$ cat src/rtl/ws2812b_frame_sequencer_if.sv
`default_nettype none
// ============================================================================
// Module      : ws2812b_frame_sequencer_if
// Description : Host register bus plus ws2812b driver handshake for the
//               frame sequencer.
// Revision    : 1.0 - initial release
// ============================================================================
interface ws2812b_frame_sequencer_if;
    logic [3:0]  address;
    logic        data_write;
    logic [7:0]  data_in;
    logic [7:0]  data_out;
    logic [23:0] drv_data;
    logic        drv_valid;
    logic        drv_latch;
    logic        drv_ready;

    modport master (
        output address, data_write, data_in, drv_ready,
        input  data_out, drv_data, drv_valid, drv_latch
    );

    modport slave (
        input  address, data_write, data_in, drv_ready,
        output data_out, drv_data, drv_valid, drv_latch
    );
endinterface
`default_nettype wire

$ cat src/rtl/ws2812b_frame_sequencer.sv
`default_nettype none
// ============================================================================
// Module      : ws2812b_frame_sequencer
// Description : GRB pixel buffer that streams a frame to the ws2812b driver
//               over valid/ready. Optional auto-refresh: WS2812B_SEQ_AUTOREFRESH_EN.
// Revision    : 1.0 - initial release
// ============================================================================
module ws2812b_frame_sequencer #(
    parameter int NUM_PIXELS  = 8,
    parameter int IDX_W       = 3,
    parameter int REFRESH_CYC = 64000
) (
    input  wire logic               clk,
    input  wire logic               reset,
    ws2812b_frame_sequencer_if.slave bus
);

    localparam int         c_LEN_W   = IDX_W + 1;
    localparam logic [7:0] c_MAX_LEN = 8'(NUM_PIXELS);

    typedef enum logic [1:0] {
        S_IDLE    = 2'd0,
        S_ISSUE   = 2'd1,
        S_WAIT_LO = 2'd2,
        S_WAIT_HI = 2'd3
    } state_t;

    state_t             r_state;
    logic [IDX_W-1:0]   r_ptr;
    logic [IDX_W-1:0]   r_idx;
    logic [c_LEN_W-1:0] r_len;
    logic [7:0]         r_g;
    logic [7:0]         r_r;
    logic [7:0]         r_b;
    logic [23:0]        r_buf [NUM_PIXELS];
    logic               r_done;
    logic               r_err;
    logic [23:0]        r_drv_data;
    logic               r_drv_valid;
    logic               r_drv_latch;

    logic               w_wr_ctrl;
    logic               w_abort;
    logic               w_host_start;
    logic               w_auto_start;
    logic               w_start;
    logic               w_busy;
    logic               w_last;
    logic               w_frame_end;
    logic [7:0]         w_ctrl_rd;
    logic [7:0]         w_rdata;

    assign w_wr_ctrl    = bus.data_write && (bus.address == 4'd1);
    assign w_abort      = w_wr_ctrl && bus.data_in[1];
    assign w_host_start = w_wr_ctrl && bus.data_in[0] && !bus.data_in[1];
    assign w_start      = (w_host_start || w_auto_start) && !w_abort;
    assign w_busy       = (r_state != S_IDLE);
    assign w_last       = ({1'b0, r_ptr} == (r_len - 1'b1));
    assign w_frame_end  = (r_state == S_WAIT_HI) && bus.drv_ready && w_last && !w_abort;

`ifdef WS2812B_SEQ_AUTOREFRESH_EN
    localparam int c_CNT_W = $clog2(REFRESH_CYC + 1);

    logic [c_CNT_W-1:0] r_refresh;
    logic               r_auto;

    always_ff @(posedge clk) begin
        if (reset) begin
            r_refresh <= c_CNT_W'(REFRESH_CYC);
            r_auto    <= 1'b0;
        end else begin
            if (w_wr_ctrl) begin
                r_auto <= bus.data_in[2] && !bus.data_in[1];
            end
            if (w_frame_end) begin
                r_refresh <= c_CNT_W'(REFRESH_CYC);
            end else if (!w_busy && (r_refresh != '0)) begin
                r_refresh <= r_refresh - 1'b1;
            end
        end
    end

    assign w_auto_start = r_auto && (r_refresh == '0) && (r_len != '0) && !w_busy;
    assign w_ctrl_rd    = {5'b0, r_auto, 2'b00};
`else
    assign w_auto_start = 1'b0;
    assign w_ctrl_rd    = 8'h00;
`endif

    always_ff @(posedge clk) begin
        if (reset) begin
            r_state     <= S_IDLE;
            r_ptr       <= '0;
            r_idx       <= '0;
            r_len       <= '0;
            r_g         <= '0;
            r_r         <= '0;
            r_b         <= '0;
            r_done      <= 1'b0;
            r_err       <= 1'b0;
            r_drv_data  <= '0;
            r_drv_valid <= 1'b0;
            r_drv_latch <= 1'b0;
            for (int i = 0; i < NUM_PIXELS; i++) begin
                r_buf[i] <= '0;
            end
        end else begin
            r_drv_valid <= 1'b0;
            r_drv_latch <= 1'b0;

            if (bus.data_write) begin
                case (bus.address)
                    4'd0: begin
                        r_done <= 1'b0;
                        r_err  <= 1'b0;
                    end
                    4'd2: r_idx <= bus.data_in[IDX_W-1:0];
                    4'd3: r_g   <= bus.data_in;
                    4'd4: r_r   <= bus.data_in;
                    4'd5: begin
                        r_b <= bus.data_in;
                        // The buffer is being read out while busy, so commits are refused.
                        if (w_busy) begin
                            r_err <= 1'b1;
                        end else begin
                            r_buf[r_idx] <= {r_g, r_r, bus.data_in};
                            r_idx        <= r_idx + 1'b1;
                        end
                    end
                    4'd6: r_len <= (bus.data_in > c_MAX_LEN) ? c_MAX_LEN[c_LEN_W-1:0]
                                                              : bus.data_in[c_LEN_W-1:0];
                    default: ;
                endcase
            end

            if (w_host_start && w_busy) begin
                r_err <= 1'b1;
            end

            if (w_abort) begin
                r_state <= S_IDLE;
            end else begin
                case (r_state)
                    S_IDLE: begin
                        if (w_start) begin
                            if (r_len == '0) begin
                                r_err <= 1'b1;
                            end else begin
                                r_ptr   <= '0;
                                r_state <= S_ISSUE;
                            end
                        end
                    end
                    S_ISSUE: begin
                        if (bus.drv_ready) begin
                            r_drv_data  <= r_buf[r_ptr];
                            r_drv_valid <= 1'b1;
                            r_drv_latch <= w_last;
                            r_state     <= S_WAIT_LO;
                        end
                    end
                    S_WAIT_LO: begin
                        if (!bus.drv_ready) begin
                            r_state <= S_WAIT_HI;
                        end
                    end
                    S_WAIT_HI: begin
                        if (bus.drv_ready) begin
                            if (w_last) begin
                                r_done  <= 1'b1;
                                r_state <= S_IDLE;
                            end else begin
                                r_ptr   <= r_ptr + 1'b1;
                                r_state <= S_ISSUE;
                            end
                        end
                    end
                    default: r_state <= S_IDLE;
                endcase
            end
        end
    end

    always_comb begin
        w_rdata = 8'h00;
        case (bus.address)
            4'd0:    w_rdata = {5'b0, r_err, r_done, w_busy};
            4'd1:    w_rdata = w_ctrl_rd;
            4'd2:    w_rdata = {{(8-IDX_W){1'b0}}, r_idx};
            4'd3:    w_rdata = r_g;
            4'd4:    w_rdata = r_r;
            4'd5:    w_rdata = r_b;
            4'd6:    w_rdata = {{(8-c_LEN_W){1'b0}}, r_len};
            default: w_rdata = 8'h00;
        endcase
    end

    assign bus.data_out  = w_rdata;
    assign bus.drv_data  = r_drv_data;
    assign bus.drv_valid = r_drv_valid;
    assign bus.drv_latch = r_drv_latch;

endmodule
`default_nettype wire

$ cat src/flat_wrapper.sv
// flat-port wrapper written by rule: the top's interface ports become plain ports
module ws2812b_frame_sequencer_flat 
#(
    parameter int NUM_PIXELS  = 8,
    parameter int IDX_W       = 3,
    parameter int REFRESH_CYC = 64000
)
  (clk, reset, bus_address, bus_data_write, bus_data_in, bus_drv_ready, bus_data_out, bus_drv_data, bus_drv_valid, bus_drv_latch);
  ws2812b_frame_sequencer_if bus_i ();
  input  wire logic clk;
  input  wire logic reset;
  input wire logic [$bits(bus_i.address)-1:0] bus_address;
  input wire logic [$bits(bus_i.data_write)-1:0] bus_data_write;
  input wire logic [$bits(bus_i.data_in)-1:0] bus_data_in;
  input wire logic [$bits(bus_i.drv_ready)-1:0] bus_drv_ready;
  output wire logic [$bits(bus_i.data_out)-1:0] bus_data_out;
  output wire logic [$bits(bus_i.drv_data)-1:0] bus_drv_data;
  output wire logic [$bits(bus_i.drv_valid)-1:0] bus_drv_valid;
  output wire logic [$bits(bus_i.drv_latch)-1:0] bus_drv_latch;
  assign bus_i.address = bus_address;
  assign bus_i.data_write = bus_data_write;
  assign bus_i.data_in = bus_data_in;
  assign bus_i.drv_ready = bus_drv_ready;
  assign bus_data_out = bus_i.data_out;
  assign bus_drv_data = bus_i.drv_data;
  assign bus_drv_valid = bus_i.drv_valid;
  assign bus_drv_latch = bus_i.drv_latch;
  ws2812b_frame_sequencer #(.NUM_PIXELS(NUM_PIXELS), .IDX_W(IDX_W), .REFRESH_CYC(REFRESH_CYC)) u_core (.clk(clk), .reset(reset), .bus(bus_i));
endmodule
$ cat config.mk
export PLATFORM = sky130hd
export DESIGN_NAME = ws2812b_frame_sequencer_flat
export DESIGN_NICKNAME = d
export VERILOG_FILES = /design/src/rtl/ws2812b_frame_sequencer_if.sv /design/src/rtl/ws2812b_frame_sequencer.sv /design/src/flat_wrapper.sv
export SDC_FILE = /design/constraint.sdc
export NUM_CORES = 1
export LEC_CHECK = 0
export BUFFER_PORTS_ARGS = -buffer_cell sky130_fd_sc_hd__buf_2
export CAP_MARGIN = 20
export CORE_AREA = 10 10 160 162
export CTS_CLUSTER_SIZE = 12
export DETAILED_ROUTE_END_ITERATION = 12
export DIE_AREA = 0 0 170 172
export GPL_ROUTABILITY_DRIVEN = 1
export MAX_ROUTING_LAYER = met4
export PLACE_DENSITY = 0.8
export SLEW_MARGIN = 20
export SYNTH_ARGS = -nofsm -noshare
export SYNTH_HDL_FRONTEND = slang
export SYNTH_SLANG_ARGS = --single-unit
$ cat constraint.sdc
create_clock -name clk -period 3.4 [get_ports clk]
set_clock_uncertainty 0.05 [all_clocks]
set_input_delay 0.51 -clock clk [delete_from_list [all_inputs] [get_ports clk]]
set_output_delay 0.51 -clock clk [all_outputs]
set_load 0.005 [all_outputs]
== After elaboration in Yosys (flattened, before gate mapping) ==
Memory sizes are Yosys's and may differ from the RTL's. A register that Yosys moved wholly into a read port is not among the register bits.
Index checks and enable logic that the tools add are counted.
Word-level totals
  output and inout bits: 34
  register bits: 40
  bits in writable memories: 192
  word-level logic and storage cells: 103
  input port bits: 16
  memories kept: 1
Memories
  u_core.r_buf: depth 8, width 24, rd ports 1, clocked after memory_dff 1, write ports 8, RTL line ws2812b_frame_sequencer.sv:35  | logic [23:0] r_buf [NUM_PIXELS];
Cells by class
  muxes and demuxes: 41
  add/sub/neg operators: 3
  magnitude comparators: 1
  reduce and logical (&&, ||, !) cells: 26
  equality and inequality tests: 17
  bitwise operators: 3
Operators with widths (count)
  8-bit case mux with 6 select lines: 1
  24-bit two-way mux: 1
  24-bit OR reduction: 1
  1-bit two-way mux: 23
  3-bit two-way mux: 6
  4-bit by 3-bit == test with 1-bit output (second input constant): 3
  2-bit != test (second input constant): 6
  3-bit case mux with 2 select lines: 2
  2-bit two-way mux: 5
  4-bit by 2-bit == test with 1-bit output (second input constant): 2
  8-bit by 4-bit > comparator with 1-bit output (second input constant): 1
  4-bit zero test: 2
  2-bit case mux with 4 select lines: 1
  2-bit AND reduction: 4
  3-bit by 1-bit adder with 3-bit output (second input constant): 2
  1-bit logical AND: 6
  3-bit AND reduction: 2
  6-bit AND reduction: 1
  2-bit nonzero test: 3
  5-bit AND reduction: 1
  2-bit == test (second input constant): 2
  3-bit by 4-bit == test with 1-bit output: 1
  4-bit by 1-bit == test with 1-bit output (second input constant): 1
  4-bit two-way mux: 1
  10 further kinds: 13

== Depth between registers and ports, before layout ==
Gate-level depths: netlist (run 1).
  word-level depth: 10
  gate-level depth with buffers: 8
  gate-level depth less buffers: 7

== Worst setup path after synthesis (run 1) ==
No wires, ideal clock.
  kind: input to register
  start point: input bus_address[3]
  end point: memory u_core.r_buf[6][0], enable pin
  path buffers: 2
  slack: 1.170 ns
  data required time: 2.992 ns
  library setup time: 0.358 ns
  stages: 6
  arrival time: 1.822 ns
  cells stage by stage: buf_6 > and2b_1 > nand3_1 > buf_2 > nor3_2 > or2_2
RTL lines
  start, declared: RTL line flat_wrapper.sv:12  | input wire logic [$bits(bus_i.address)-1:0] bus_address;
  end, declared: RTL line ws2812b_frame_sequencer.sv:35

==> results.ini, run 1 <==
[floorplanning]
die-width_um = 170
io_pins = 50
row_count = 55
die_y_um = 172
start_util_pct = 52.16
die_area_mm2 = 0.02924
core-area_mm2 = 0.02237

[setup_path]
start_kind = flop
crit_required_ns = 3.50
critical_path_class = reg -> reg
r2r_setup_slack_ns = 0.79
endpoint_kind = flop
crit_fanout = 24
cp_data_arrival_time_ns = 2.71

[synth]
ys_warn_count = 0
synth_cell_types = 55
yosysSeqAreaShare_pct = 60.40
synth-async-reset-ratio_pct = 0
synthTopCellsByArea = edfxtp_1 (49%), dfxtp_1 (11%), and2_1 (9.6%)
avgSynthCellArea_um2 = 13.49
synth_flop_cell = edfxtp_1
syn_area_mm2 = 0.01167
yosys.cell_count.top_type = edfxtp_1
yosys-top-cells-count = edfxtp_1 (192), and2_1 (179), dfxtp_1 (64)
yosys.area.top_type = edfxtp_1
synth_edf_count = 192
ys_ff_latch = 256
syn_nets = 889
yosys.area.top_type_share_pct = 49.42
synthCells = 865

[run]
drv_cap = 0

[cts]
clkTransAtPathRegs_ns = 0.06
insertion_delay_ns = 0.53
cts_setup_buffers = 0
numCtsBuffers = 27
postCtsHoldBufs = 0
clockBufferDepth = 3
cts_tree = built
cts_max_level = 1
cts_root_buf = clkbuf_16
cts_resized = 0
clock_sinks = 256

[sta]
rsz0062_at_grt = false
slew_viol_final = 0
slew_headroom_pct = 36.97
min_period_ns = 2.613
setup_viol = 0
setup_tns_ns = 0
timing.hold.ws_ns = 0.2823
finalHoldViolations = 0
finalCritPeriodShare_pct = 76.86
fmax_ghz = 0.3826
tightest_slew_ns = 0.9455

[global_routing]
overflow = 0
gr-usage-all-layers_pct = 18.49
grt_pass1_vias = 7215
grt_pass1_wl_um = 40710
grt_max_degree = 76
antenna_found_initial = 2

[power]
ir_drop_uv = 369.0
p_total_mw = 6.912
leakage_nw = 4.616
p_per_area_mw_per_mm2 = 532.5

[routing]
vias = 7053
drt_iter0_drc = 720
routed_wl_um = 26230
vias_per_cell = 5.882
drc_errors = 0
drtPass1Iterations = 5
antenna_left = 0
wl_per_cell_um = 21.88

[placement]
postPlaceCellArea_mm2 = 0.01215
port_buffers = 49
dp.final_hpwl_um = 15960
place_congestion = 0.8872

[worst_hold_path]
hold_path.class = in -> reg

[layout]
final_core_util_pct = 58.04
drive_above_1_share_pct = 21.01
final_area_mm2 = 0.01298
n_fill_cell = 1705
multiInputGateArea_mm2 = 0.004280
register_area_mm2 = 0.007053
area_delta_synth_final_pct = 11.27
diodes = 0
final_nets = 917

[outcome]
outcome = finished clean

final timing paths:
path / startpoint / end / depth (start not counted)
max: u_core.r_state[0] / u_core.r_buf[1][18] / 6
min: bus_data_in[2] / u_core.r_g[2] / 3
max reg2reg: u_core.r_state[0] / u_core.r_buf[1][18] / 6
min reg2reg: u_core.r_done / u_core.r_done / 2
layout make-up:
class	instances	share of cell area, %
flip-flops and latches	256	54.33
multi-input cells	527	32.97
clock buffers	45	5.957
repair buffers	68	3.181
well taps	285	2.747
clock inverters	5	0.4337
inverters	13	0.3759
cell families (layout without fill, tap and decap cells):
kind of cell / after synthesis / after routing / share of synthesized area [%]
and+or+nand+nor: 347 / 347 / 17.17
DFF: 256 / 256 / 60.40
AOI/OAI and AO/OA: 85 / 85 / 5.781
muxes: 83 / 83 / 12.28
buffers and inverters: 82 / 131 / 3.078
adders and majority gates: 8 / 8 / 0.8580
xor gates and xnor gates: 4 / 4 / 0.4290
per-stage QoR:
stage	std cells	setup slack (ns)
floorplan	865	1.170
global placement	1149	0.8291
detailed placement	1149	0.7831
CTS	1199	0.8218
global route	1199	0.6077
finish	1199	0.7866
power breakdown:
| group | internal, mW | total (mW) | leakage [nW] | switching, mW |
|---|---|---|---|---|
| Clock | 1.62 | 2.77 | 0.401 | 1.15 |
| Sequential | 3.50 | 3.57 | 2.50 | 0.0678 |
| Combinational | 0.213 | 0.571 | 1.71 | 0.358 |
state kept, by name, indices dropped and copies added (netlist names):
register	flops
u_core.bus.drv_data	24
u_core.bus.drv_latch	1
u_core.bus.drv_valid	1
u_core.r_b	8
u_core.r_buf	192
u_core.r_done	1
u_core.r_err	1
u_core.r_g	8
u_core.r_idx	3
u_core.r_len	4
u_core.r_ptr	3
u_core.r_r	8
u_core.r_state	2
layout by cell type (no fill, tap or decap), types with 3 or more instances in the layout:
cell       instances
mux2i_1           34
a22oi_1            7
nor3_1            13
a222oi_1           6
buf_4             17
xnor2_1            3
nor3_2             4
o21ai_0            9
nand2b_1           5
nand3_1           24
clkbuf_16         27
a211oi_2          20
a21oi_1           25
mux4_2            48
clkbuf_1          15
or2_2              9
nor2_1            52
dfxtp_1           61
ha_1               8
edfxtp_1         192
and2_1           179
inv_1             13
clkbuf_8           3
a211oi_1           7
nor4_1             8
nand2_1           29
buf_2             49
layer usage:
metal | up-vias | wire, um | GRT usage (%)
met5 | - | 0 | -
met3 | 51 | 2191 | 3.238
met2 | 302 | 12690 | 29.88
met4 | 0 | 646 | 4.882
li1 | 3247 | - | -
met1 | 3453 | 10710 | 23.84
worst max-delay path: stages, from the launching register on:
cell and delay [ns]:
dfxtp_1 0.33, inv_1 0.14, ha_1 0.28, nand2b_1 0.12, or3_1 0.42, nor2_1 0.20, or2_2 0.69
No activity file was read; power rests on OpenSTA's default activity.
==> run 2, diff against run 1 <==
clock period = 2.65 ns   (was 3.4 ns; I/O delays follow)
==> run 2 against run 1 <==
Against the previous run:
- global-route usage is 0.94 points higher
- count of clock-buffer cells in the layout is 4 lower
- hold slack worse by 0.15 ns
- worst setup slack worse by 0.57 ns
- combinational power is 37% higher
- non-clock buffer count is 21 higher
- power is 28% higher
- clock power is 27% higher
- largest cell class unchanged
==> results.ini, run 2 (synthesis gave the netlist of run 1 again) <==
[setup_path]
slowest_delay_ns = 0.41
slowest_stage = dfxtp_1
critical_path_class = reg -> out
cp_data_arrival_time_ns = 1.99
r2r_cells = 8
crit_required_ns = 2.20
r2r_setup_slack_ns = 0.40
endpoint_kind = output pin
timing.rr.start = u_core.r_state[0]
crit_buf_inv = 3
crit_fanout = 5
start_kind = flop
cp_top_family = flip-flops
crit_chain = inv_1, ha_1, buf_4, nor2_1, a21oi_1, o21ai_0, o21ai_0, nor2_1, buf_2
rr_endpoint = u_core.r_buf[7][10]

[cts]
clkTransAtPathRegs_ns = 0.05
clockBufferDepth = 3
insertion_delay_ns = 0.53
cts_setup_buffers = 0
cts_tree = built
cts_resized = 0
cts_root_buf = clkbuf_16
postCtsHoldBufs = 0
numCtsBuffers = 27
cts_max_level = 1
clock_sinks = 256

[layout]
drive_above_1_share_pct = 22.57
top_register = u_core.r_buf
final_common_cell = edfxtp_1
final_nets = 938
diodes = 0
most-common-layout-cells = edfxtp_1 (192), and2_1 (179), dfxtp_1 (61)
largest_reg_flops = 192
area_delta_synth_final_pct = 13.17
n_fill_cell = 1712

[worst_hold_path]
min_path_cells = 3
hold_path.class = in -> reg
worstHoldStart = bus_drv_ready
min_to = u_core.bus.drv_valid

[global_routing]
grt_max_degree = 60
overflow = 0
grt_pass1_wl_um = 42690
gr-usage-all-layers_pct = 19.43
grt_pass1_vias = 7410
antenna_found_initial = 0

[placement]
place_congestion = 0.9478
port_buffers = 49
dp.final_hpwl_um = 16450
pre_cts_ws_ns = 0.3986

[sta]
setup_viol = 0
timing.hold.ws_ns = 0.1293
setup_tns_ns = 0
tightest_slew_ns = 0.6775
fmax_ghz = 0.4102
rsz0062_at_grt = false
finalCritPeriodShare_pct = 92.00
slew_viol_final = 0
worst_slack_ns = 0.2119
min_period_ns = 2.438
finalHoldViolations = 0
slew_headroom_pct = 54.83

[routing]
vias_per_cell = 5.948
wl_per_cell_um = 22.30
vias = 7257
drc_errors = 0
drt_iter0_drc = 812
routed_wl_um = 27200
drtPass1Iterations = 6
antenna_left = 0

[floorplanning]
die_area_mm2 = 0.02924
die_y_um = 172
row_count = 55
die-width_um = 170
io_pins = 50
core-area_mm2 = 0.02237
start_util_pct = 52.16

[power]
p_total_mw = 8.864
ir_drop_uv = 463.3
p_per_area_mw_per_mm2 = 671.4
leakage_nw = 4.742

[outcome]
outcome = finished clean

[run]
drv_cap = 0

==> run 2: changes by cell type in the layout (fill, tap and decap cells not counted), sizes merged <==
cell    change
clkinv      +5
clkbuf      -4
inv         -1
buf        +21
==> run 2: routing by layer <==
metal	wire [um]	GRT usage (%)
met1	11130	24.82
met5	0	-
met3	2031	2.622
met4	816	6.369
met2	13230	31.70
==> run 2: how the worst max path moves through the flow <==
stage | start | cells after the start | endpoint
2_1_floorplan | u_core.r_state[0] | 7 | u_core.r_buf[0][0]
3_3_place_gp | bus_address[3] | 8 | bus_data_out[1]
3_5_place_dp | bus_address[2] | 7 | u_core.r_buf[6][10]
4_1_cts | u_core.r_state[1] | 9 | bus_data_out[0]
5_1_grt | u_core.r_state[1] | 9 | bus_data_out[0]
6_report | u_core.r_state[1] | 9 | bus_data_out[0]
==> run 2: worst reg2reg max path, stage by stage (launching register included) <==
cell and delay, ns:
dfxtp_1 0.33, inv_1 0.14, ha_1 0.21, inv_1 0.08, nor2_1 0.20, nand3_1 0.23, nor2_1 0.22, or2_2 0.27
buf_12 0.22
==> run 2: area by class of cell <==
cell class / instances / area (um2) / share of cell area, %
sequential: 256 / 7053 / 53.42
multi-input combinational: 527 / 4280 / 32.42
clock buffer: 41 / 738.2 / 5.591
timing repair buffer: 89 / 658.1 / 4.985
tap: 285 / 356.6 / 2.701
clock inverter: 9 / 67.56 / 0.5117
inverter: 13 / 48.80 / 0.3696
==> run 2: metrics by stage <==
stage | instances | cell area (um2) | util [%]
after floorplan | 865 | 11670 | -
after global placement | 1170 | 12400 | 55.43
after detailed placement | 1170 | 12400 | 55.43
after CTS | 1220 | 13200 | 59.03
after global routing | 1220 | 13200 | 59.03
final | 1220 | 13200 | 59.03
==> run 2: power by group <==
| group | internal [mW] | switching, mW |
|---|---|---|
| clock network | 2.01 | 1.50 |
| registers | 4.49 | 0.0853 |
| logic | 0.308 | 0.474 |
==> run 3, diff against run 2 <==
CELL_PAD_IN_SITES_DETAIL_PLACEMENT = 0   (was not set)
CELL_PAD_IN_SITES_GLOBAL_PLACEMENT = 1   (was not set)
PLACE_DENSITY = 0.92   (was 0.8)
clock period = 3.2 ns   (was 2.65 ns; I/O delays follow)
==> run 3 against run 2 <==
Against the previous run:
- critical path depth is 2 lower
- sequential share of layout area rose by 0.84 points
- count of clock-buffer cells in the layout grew 6
- worst setup slack gained 0.36 ns
- critical endpoint is now u_core.r_buf[6][13]
- sequential power fell by 17%
- wire length is 3.5% lower
- largest cell class unchanged
- flip-flop and latch count is the same
- largest power group unchanged
- combinational power fell by 22%
- power decreased by 18%
- via count fell by 3.7%
==> results.ini, run 3 (synthesis gave the netlist of run 1 again) <==
[sta]
slew_headroom_pct = 43.29
min_period_ns = 2.633
setup_viol = 0
slew_viol_final = 0
finalCritPeriodShare_pct = 82.28
worst_slack_ns = 0.5672
tightest_slew_ns = 0.8507
rsz0062_at_grt = false
finalHoldViolations = 0
fmax_ghz = 0.3798
setup_tns_ns = 0
timing.hold.ws_ns = 0.2304

[global_routing]
grt_pass1_vias = 7124
grt_pass1_wl_um = 41220
gr-usage-all-layers_pct = 18.70
antenna_found_initial = 0
overflow = 0
grt_max_degree = 49

[placement]
place_congestion = 0.8857
dp.final_hpwl_um = 16400
port_buffers = 49
pre_cts_ws_ns = 0.5046
postPlaceCellArea_mm2 = 0.01220

[layout]
final_common_cell = edfxtp_1
register_area_mm2 = 0.007053
top_register = u_core.r_buf
multiInputGateArea_mm2 = 0.004280
most-common-layout-cells = edfxtp_1 (192), and2_1 (179), dfxtp_1 (61)
area_delta_synth_final_pct = 11.41
diodes = 0
final_nets = 921
n_fill_cell = 1754
largest_reg_flops = 192
final_area_mm2 = 0.01300
drive_above_1_share_pct = 21.26

[cts]
cts_setup_buffers = 0
clockBufferDepth = 3
cts_root_buf = clkbuf_16
cts_tree = built
cts_resized = 0
clkTransAtPathRegs_ns = 0.06
cts_max_level = 1
numCtsBuffers = 26
insertion_delay_ns = 0.52
clock_sinks = 256
postCtsHoldBufs = 0

[routing]
vias_per_cell = 5.812
routed_wl_um = 26250
wl_per_cell_um = 21.84
antenna_left = 0
drt_iter0_drc = 724
drc_errors = 0
drtPass1Iterations = 7
vias = 6986

[floorplanning]
die_area_mm2 = 0.02924
io_pins = 50
row_count = 55
die_y_um = 172
core-area_mm2 = 0.02237
start_util_pct = 52.16
die-width_um = 170

[setup_path]
crit_required_ns = 3.30
endpoint_kind = flop
critical_path_class = reg -> reg
cp_data_arrival_time_ns = 2.73
start_kind = flop
crit_fanout = 24

[worst_hold_path]
hold_path.class = in -> reg

[power]
p_total_mw = 7.258
ir_drop_uv = 451.9
p_per_area_mw_per_mm2 = 558.4
leakage_nw = 4.631

[outcome]
outcome = finished clean

[run]
drv_cap = 0

[run 3: changes by cell type in the layout (fill, tap and decap cells not counted), sizes merged]
cell,delta
buf,-16
clkinv,-6
inv,-1
bufinv,-1
clkbuf,+6
[run 3: area by class of cell]
class                   count  share of cell area, %
clock buffers              47                  6.084
clock inverters             1                0.03851
inverters                  13                 0.3754
multi-input cells         527                  32.93
flip-flops and latches    256                  54.26
well taps                 285                  2.744
repair buffers             73                  3.562
[run 3: worst max-delay path, stage by stage, from the launching register on]
cell     delay [ns]
dfxtp_1        0.33
inv_1          0.14
ha_1           0.33
inv_1          0.14
nor2_1         0.24
nand3_1        0.23
nor3_2         0.20
or2_2          0.58
[run 3: path summary, 6_finish.rpt]
kind,start,endpoint,slack [ns],cells after the start
setup / recovery,u_core.r_state[0],u_core.r_buf[6][13],0.57,7
hold / removal,bus_drv_ready,u_core.bus.drv_valid,0.23,3
setup reg to reg,u_core.r_state[0],u_core.r_buf[6][13],0.57,7
hold reg to reg,u_core.r_done,u_core.r_done,0.44,2
[run 3: through the flow]
stage	utilization (%)	instances
2_1_floorplan	-	865
4_1_cts	58.11	1202
5_1_grt	58.11	1202
3_5_place_dp	54.56	1154
6_report	58.11	1202
3_3_place_gp	54.56	1154
[run 3: metal layers]
metal	vias to the layer above	wire length (um)	GRT usage, %
met5	-	0	-
met4	0	740	5.988
met3	43	1754	3.602
met2	262	12460	29.43
met1	3450	11300	24.20
li1	3231	-	-
[run 3: power breakdown]
part / internal [mW] / switching [mW]
clock: 1.65 / 1.20
sequential: 3.72 / 0.0713
combinational: 0.231 / 0.380
total: 5.61 / 1.65
